**src/rtl/ads9327_clk_div_gen_pkg.sv**
```systemverilog
// Shared constants, ratio type and the ratio clamp used by every divider channel.
package ads9327_clk_div_pkg;

  localparam int          DIV_W_DEFAULT = 8;
  localparam int unsigned MIN_DIV       = 2;

  typedef logic [DIV_W_DEFAULT-1:0] div_ratio_t;

  // Ratios 0 and 1 cannot produce a two-phase clock, so they fold to the minimum.
  function automatic int unsigned clamp_ratio(input int unsigned r);
    return (r < MIN_DIV) ? MIN_DIV : r;
  endfunction

endpackage

```
**src/rtl/ads9327_clk_div_gen_if.sv**
```systemverilog
// Control/status bundle of the clock divider: run/sync/ratio loads in, divided clocks out.
interface ads9327_clk_div_gen_if #(
  parameter int NUM_CH = 4,
  parameter int DIV_W  = 8
);
  logic                    en;
  logic                    sync;
  logic [NUM_CH*DIV_W-1:0] div_ratio;
  logic [NUM_CH-1:0]       div_load;
  logic [NUM_CH-1:0]       clk_out;
  logic [NUM_CH-1:0]       tick;
  logic [NUM_CH-1:0]       pending;

  modport master (
    output en, sync, div_ratio, div_load,
    input  clk_out, tick, pending
  );

  modport slave (
    input  en, sync, div_ratio, div_load,
    output clk_out, tick, pending
  );
endinterface

```
**src/rtl/ads9327_clk_div_chan.sv**
```systemverilog
// One divider channel: shadow/active ratio pair, period counter and registered clk/tick/pending.
module ads9327_clk_div_chan
  import ads9327_clk_div_pkg::*;
#(
  parameter int DIV_W       = DIV_W_DEFAULT,
  parameter int DEFAULT_DIV = 2
) (
  input  logic             clk,
  input  logic             rst_n,
  input  logic             i_en,
  input  logic             i_sync,
  input  logic [DIV_W-1:0] i_ratio,
  input  logic             i_load,
  output logic             o_clk_out,
  output logic             o_tick,
  output logic             o_pending
);

  localparam logic [DIV_W-1:0] RST_DIV = DIV_W'(clamp_ratio(DEFAULT_DIV));

  logic [DIV_W-1:0] r_count, r_active, r_shadow;
  logic             r_pending, r_run, r_clk_out, r_tick;

  logic [DIV_W-1:0] w_ld_val, w_half, w_term, w_cnt_inc;
  logic [DIV_W:0]   w_np1;
  logic [DIV_W-1:0] w_nx_count, w_nx_active, w_nx_shadow;
  logic             w_nx_pending, w_nx_run, w_nx_clk, w_nx_tick;

  assign w_ld_val  = DIV_W'(clamp_ratio(32'(i_ratio)));
  assign w_np1     = {1'b0, r_active} + (DIV_W+1)'(1);
  assign w_half    = w_np1[DIV_W:1];
  assign w_term    = r_active - DIV_W'(1);
  assign w_cnt_inc = r_count + DIV_W'(1);

  always_comb begin
    w_nx_count   = r_count;
    w_nx_active  = r_active;
    w_nx_shadow  = r_shadow;
    w_nx_pending = r_pending;
    w_nx_run     = r_run;
    w_nx_clk     = r_clk_out;
    w_nx_tick    = 1'b0;

    if (i_load) begin
      w_nx_shadow  = w_ld_val;
      w_nx_pending = 1'b1;
    end

    if (!i_en) begin
      w_nx_count = '0;
      w_nx_clk   = 1'b0;
      w_nx_run   = 1'b0;
    end else if (i_sync) begin
      // A load coincident with sync bypasses the shadow and applies at once.
      w_nx_active  = i_load ? w_ld_val : r_shadow;
      w_nx_pending = 1'b0;
      w_nx_count   = '0;
      w_nx_clk     = 1'b1;
      w_nx_tick    = 1'b1;
      w_nx_run     = 1'b1;
    end else if (!r_run || (r_count == w_term)) begin
      // Period boundary: the wrap takes the shadow as it stood before any same-cycle load.
      if (r_pending) w_nx_active = r_shadow;
      w_nx_pending = i_load;
      w_nx_count   = '0;
      w_nx_clk     = 1'b1;
      w_nx_tick    = 1'b1;
      w_nx_run     = 1'b1;
    end else begin
      w_nx_count = w_cnt_inc;
      w_nx_clk   = (w_cnt_inc < w_half);
    end
  end

  always_ff @(posedge clk or negedge rst_n) begin
    if (!rst_n) begin
      r_count   <= '0;
      r_active  <= RST_DIV;
      r_shadow  <= RST_DIV;
      r_pending <= 1'b0;
      r_run     <= 1'b0;
      r_clk_out <= 1'b0;
      r_tick    <= 1'b0;
    end else begin
      r_count   <= w_nx_count;
      r_active  <= w_nx_active;
      r_shadow  <= w_nx_shadow;
      r_pending <= w_nx_pending;
      r_run     <= w_nx_run;
      r_clk_out <= w_nx_clk;
      r_tick    <= w_nx_tick;
    end
  end

  assign o_clk_out = r_clk_out;
  assign o_tick    = r_tick;
  assign o_pending = r_pending;

endmodule

```
**src/rtl/ads9327_clk_div_gen.sv**
```systemverilog
// Multi-channel programmable clock/strobe generator; channels share only en and sync.
module ads9327_clk_div_gen
  import ads9327_clk_div_pkg::*;
#(
  parameter int NUM_CH      = 4,
  parameter int DIV_W       = DIV_W_DEFAULT,
  parameter int DEFAULT_DIV = 2
) (
  input  logic                  clk,
  input  logic                  rst_n,
  ads9327_clk_div_gen_if.slave  bus
);

  logic [NUM_CH-1:0] w_clk_out, w_tick, w_pending;

  for (genvar g = 0; g < NUM_CH; g++) begin : g_ch
    ads9327_clk_div_chan #(
      .DIV_W       (DIV_W),
      .DEFAULT_DIV (DEFAULT_DIV)
    ) u_chan (
      .clk       (clk),
      .rst_n     (rst_n),
      .i_en      (bus.en),
      .i_sync    (bus.sync),
      .i_ratio   (bus.div_ratio[g*DIV_W +: DIV_W]),
      .i_load    (bus.div_load[g]),
      .o_clk_out (w_clk_out[g]),
      .o_tick    (w_tick[g]),
      .o_pending (w_pending[g])
    );
  end

  assign bus.clk_out = w_clk_out;
  assign bus.tick    = w_tick;
  assign bus.pending = w_pending;

endmodule

```
**src/flat_wrapper.sv**
```systemverilog
// flat-port wrapper written by rule: the top's interface ports become plain ports
module ads9327_clk_div_gen_flat import ads9327_clk_div_pkg::*;
#(
  parameter int NUM_CH      = 4,
  parameter int DIV_W       = DIV_W_DEFAULT,
  parameter int DEFAULT_DIV = 2
)
  (clk, rst_n, bus_en, bus_sync, bus_div_ratio, bus_div_load, bus_clk_out, bus_tick, bus_pending);
  ads9327_clk_div_gen_if #(.NUM_CH(NUM_CH), .DIV_W(DIV_W)) bus_i ();
  input  logic clk;
  input  logic rst_n;
  input wire logic [$bits(bus_i.en)-1:0] bus_en;
  input wire logic [$bits(bus_i.sync)-1:0] bus_sync;
  input wire logic [$bits(bus_i.div_ratio)-1:0] bus_div_ratio;
  input wire logic [$bits(bus_i.div_load)-1:0] bus_div_load;
  output wire logic [$bits(bus_i.clk_out)-1:0] bus_clk_out;
  output wire logic [$bits(bus_i.tick)-1:0] bus_tick;
  output wire logic [$bits(bus_i.pending)-1:0] bus_pending;
  assign bus_i.en = bus_en;
  assign bus_i.sync = bus_sync;
  assign bus_i.div_ratio = bus_div_ratio;
  assign bus_i.div_load = bus_div_load;
  assign bus_clk_out = bus_i.clk_out;
  assign bus_tick = bus_i.tick;
  assign bus_pending = bus_i.pending;
  ads9327_clk_div_gen #(.NUM_CH(NUM_CH), .DIV_W(DIV_W), .DEFAULT_DIV(DEFAULT_DIV)) u_core (.clk(clk), .rst_n(rst_n), .bus(bus_i));
endmodule
```
**config.mk**
```make
export PLATFORM = sky130hd
export DESIGN_NAME = ads9327_clk_div_gen_flat
export DESIGN_NICKNAME = d
export VERILOG_FILES = /design/src/rtl/ads9327_clk_div_gen_pkg.sv /design/src/rtl/ads9327_clk_div_gen_if.sv /design/src/rtl/ads9327_clk_div_chan.sv /design/src/rtl/ads9327_clk_div_gen.sv /design/src/flat_wrapper.sv
export SDC_FILE = /design/constraint.sdc
export NUM_CORES = 1
export LEC_CHECK = 0
export ABC_CLOCK_PERIOD_IN_PS = 3800
export CELL_PAD_IN_SITES_DETAIL_PLACEMENT = 1
export CELL_PAD_IN_SITES_GLOBAL_PLACEMENT = 1
export CORE_ASPECT_RATIO = 0.75
export CORE_MARGIN = 1
export CORE_UTILIZATION = 47
export CTS_CLUSTER_SIZE = 8
export DETAILED_ROUTE_END_ITERATION = 16
export PLACE_DENSITY = 0.87
export SLEW_MARGIN = 25
export SYNTH_ARGS = -nofsm -noshare
export SYNTH_HDL_FRONTEND = slang
export SYNTH_SLANG_ARGS = --single-unit
```
**constraint.sdc**
```tcl
create_clock -name clk -period 3.8 [get_ports clk]
set_input_delay 1.14 -clock clk [delete_from_list [all_inputs] [get_ports clk]]
set_output_delay 1.14 -clock clk [all_outputs]
set_load 0.05 [all_outputs]
```
==> impl_metrics.toml <==
[sta]
maxSlewHeadroom = 0.4962
setup_viol = 0
finalMaxSlewViolations = 0
setup_ws_ns = 0.6188
min_period_ns = 3.181
hold_viol_final = 0
worst_slew_pin_slew_ns = 0.7487
max_freq_ghz = 0.3143
fin_crit_sh = 0.8372
finClkSkew_ns = 0.007903
rsz0062_at_grt = "false"
finalSetupTns_ns = 0

[critical_path]
r2r_cells = 7
path_depth = 7
end_kind = "flip-flop"
setup.worst_path.start_class = "flip-flop"
slowest_delay_ns = 0.60
critical_path_buf_inv_count = 0
cp.required_ns = 4.09
rrSetupSlack_ns = 0.62
crit_family = "simple AND/OR/NAND/NOR gates"
worstPathArrival_ns = 3.47
crit_chain = "or4_4 -> or4_1 -> a2111o_1 -> a221oi_2 -> nor3_2 -> nor2_8 -> mux2_1"
rr_startpoint = "u_core.g_ch[2].u_chan.r_active[2]$_DFFE_PN0P_"
crit_path_top_delay_cell = "or4_4"
crit_type = "flip-flop to flip-flop"
path_max_fanout = 9
r2r_end = "u_core.g_ch[2].u_chan.r_active[1]$_DFFE_PN1P_"

[clocking]
cts_tree = "done"
clk_pin_slew_ns = 0.08
ctsHoldBuffers = 0
cts-root-buf = "clkbuf_16"
clk-insertion-delay-late_ns = 0.36
cts.sinks = 112
numCtsBuffers = 9
h-tree-depth = 3
postCtsResizedCells = 0
clock_path_buffers = 2
cts_setup_buffers = 0

[hold_path]
hp-class = "flip-flop to flip-flop"
min_from = "u_core.g_ch[0].u_chan.r_shadow[1]$_DFF_PN1_"
holdPathEnd = "u_core.g_ch[0].u_chan.r_shadow[1]$_DFF_PN1_"
hold_path_depth = 2

[global_routing]
grt_pass1_wl_mm = 30.27
grt_antenna_before_repair = 0
overflow = 0
grt_use_total = 0.2582
grt_max_degree = 61
grt_pass1_vias = 5818

[floorplan]
die_w_um = 142.3
ios = 52
rows = 38
die_h_um = 107.2
core_area_um2 = 14450
die_area_um2 = 15260
initial_core_util = 0.4801

[logic_synthesis]
synth_compound_area_frac = 0.08961
yosys.area_share.simple = 0.1601
ys_async_sr_fraction = 1.000
synthAdderAreaFrac = 0.07212
ys_seq_elements = 112
synth-xor-area-share = 0.1060
syn_avg_cell_area_um2 = 10.01
synthFlopType = "dfrtp_1"
synth_cell_types = 58
synth_edf_count = 0
yosysWarnings = 0
synth_top_family_by_area = "simple AND/OR/NAND/NOR gates"
netlist_instances = 693
ys_seq_area_frac = 0.4053
synthMuxAreaShare = 0.1156
syn-cell-area_um2 = 6939
syn_nets = 773

[place]
place_hpwl_mm = 13.64
place_congestion = 0.8943
port_buffers = 51
dp_slack_ns = 0.6675

[routing]
via_count = 5267
drc = 0
finalWirelength_mm = 18.20
routed_via_density = 5.676
wl_per_cell_um = 19.61
route.antenna.remaining_nets = 0
drt_first_iter_violations = 263
drtPass1Iterations = 4

[flow_run]
drv_cap = 0

[finish]
area_growth_pct = 12.78
nNetsFinal = 803
post_route_cells_drive_above_1_share = 0.1016
n_antenna_cell = 0
layout_commonest_cell = "dfrtp_1"
layout_common_cells = "104 x dfrtp_1, 58 x xnor2_1, 49 x clkdlybuf4s50_1"

[status]
status = "complete, no violations"

[pwr]
vdd_ir_drop_max_uv = 247.4
power_density_nw_per_um2 = 434.3
leakage_nw = 3.453
how the worst max path moves through the flow:
stage | startpoint | endpoint
floorplan | u_core.g_ch[2].u_chan.r_active[2]$_DFFE_PN0P_ | u_core.g_ch[2].u_chan.r_active[1]$_DFFE_PN1P_
global placement | bus_en | u_core.g_ch[2].u_chan.r_active[1]$_DFFE_PN1P_
detailed placement | u_core.g_ch[2].u_chan.r_active[2]$_DFFE_PN0P_ | u_core.g_ch[2].u_chan.r_active[1]$_DFFE_PN1P_
CTS | u_core.g_ch[2].u_chan.r_active[2]$_DFFE_PN0P_ | u_core.g_ch[2].u_chan.r_active[1]$_DFFE_PN1P_
global route | u_core.g_ch[2].u_chan.r_active[2]$_DFFE_PN0P_ | u_core.g_ch[2].u_chan.r_active[1]$_DFFE_PN1P_
finish | u_core.g_ch[2].u_chan.r_active[2]$_DFFE_PN0P_ | u_core.g_ch[2].u_chan.r_active[1]$_DFFE_PN1P_
worst register-to-register path: cells and delay by family (launching register included):
family | cells | cell delay (ns)
flip-flops | 1 | 0.51
multiplexers | 1 | 0.35
AO/OA/AOI/OAI | 2 | 0.82
AND/OR/NAND/NOR | 4 | 1.44
registers in the layout, indices dropped and copies added (netlist names):
signal and cells:
u_core.g_ch.u_chan.r_count 32, u_core.g_ch.u_chan.o_tick 4, u_core.g_ch.u_chan.o_clk_out 4, u_core.g_ch.u_chan.r_active 32
u_core.g_ch.u_chan.r_shadow 32, u_core.g_ch.u_chan.o_pending 4, u_core.g_ch.u_chan.r_run 4
power by group:
part / total (W) / switching, W / internal [W]
Sequential: 0.00151 / 0.000184 / 0.00133
Combinational: 0.000980 / 0.000551 / 0.000429
Clock: 0.000907 / 0.000461 / 0.000446
routing by layer:
metal | wire [um] | track usage | vias up | part of all wire
met3 | 577 | 0.05494 | 34 | 0.032
li1 | - | - | 2468 | -
met5 | 0 | 0 | - | 0
met1 | 8230 | 0.3249 | 2667 | 0.45
met2 | 9021 | 0.4429 | 98 | 0.50
met4 | 366 | 0.08065 | 0 | 0.020
logic make-up after synthesis:
family / Yosys count
xor gates and xnor gates: 84
AOI/OAI and AO/OA: 89
and+or+nand+nor: 210
buffers and inverters: 82
adders and majority gates: 40
DFF: 112
muxes: 76
synthesized netlist by cell type, types with 4 or more instances:
cell type / n / area (um^2)
nand4_1: 9 / 56.30
mux2_2: 28 / 315.3
ha_1: 40 / 500.5
xnor2_1: 58 / 508.0
clkbuf_1: 22 / 82.58
buf_4: 12 / 90.09
nand2b_1: 5 / 31.28
nand3_1: 31 / 155.2
a31oi_1: 9 / 56.30
nor2b_1: 29 / 181.4
nor2_1: 46 / 172.7
or2_2: 4 / 25.02
inv_1: 42 / 157.7
nor3_1: 12 / 60.06
o221ai_1: 7 / 61.31
a21oi_1: 15 / 75.07
dfrtp_1: 104 / 2603
dfstp_2: 8 / 210.2
nor4_1: 11 / 68.82
o211ai_1: 5 / 37.54
xor2_1: 26 / 227.7
or4_1: 11 / 82.58
o21ai_0: 29 / 145.1
mux2i_1: 46 / 460.4
and3_1: 7 / 43.79
nand2_1: 33 / 123.9
final cells by class:
class	instances	area, um^2
tap	200	250.2
sequential	112	2813
clock inverter	5	33.78
inverter	44	165.2
timing repair buffer	57	560.5
clock buffer	11	232.7
fill	1604	6628
multi-input combinational	499	3771
metrics by stage:
step | utilization | hold WS, ns | cells | cell area [um^2] | total power, W
2_1_floorplan | - | 0.4672 | 693 | 6939 | 0.002183
3_3_place_gp | 0.5230 | 0.4802 | 912 | 7560 | 0.002409
3_5_place_dp | 0.5230 | 0.4943 | 912 | 7560 | 0.002496
4_1_cts | 0.5415 | 0.5033 | 928 | 7826 | 0.003415
5_1_grt | 0.5415 | 0.5215 | 928 | 7826 | 0.003580
6_report | 0.5415 | 0.5072 | 928 | 7826 | 0.003399
No activity file was read; power rests on OpenSTA's default activity.
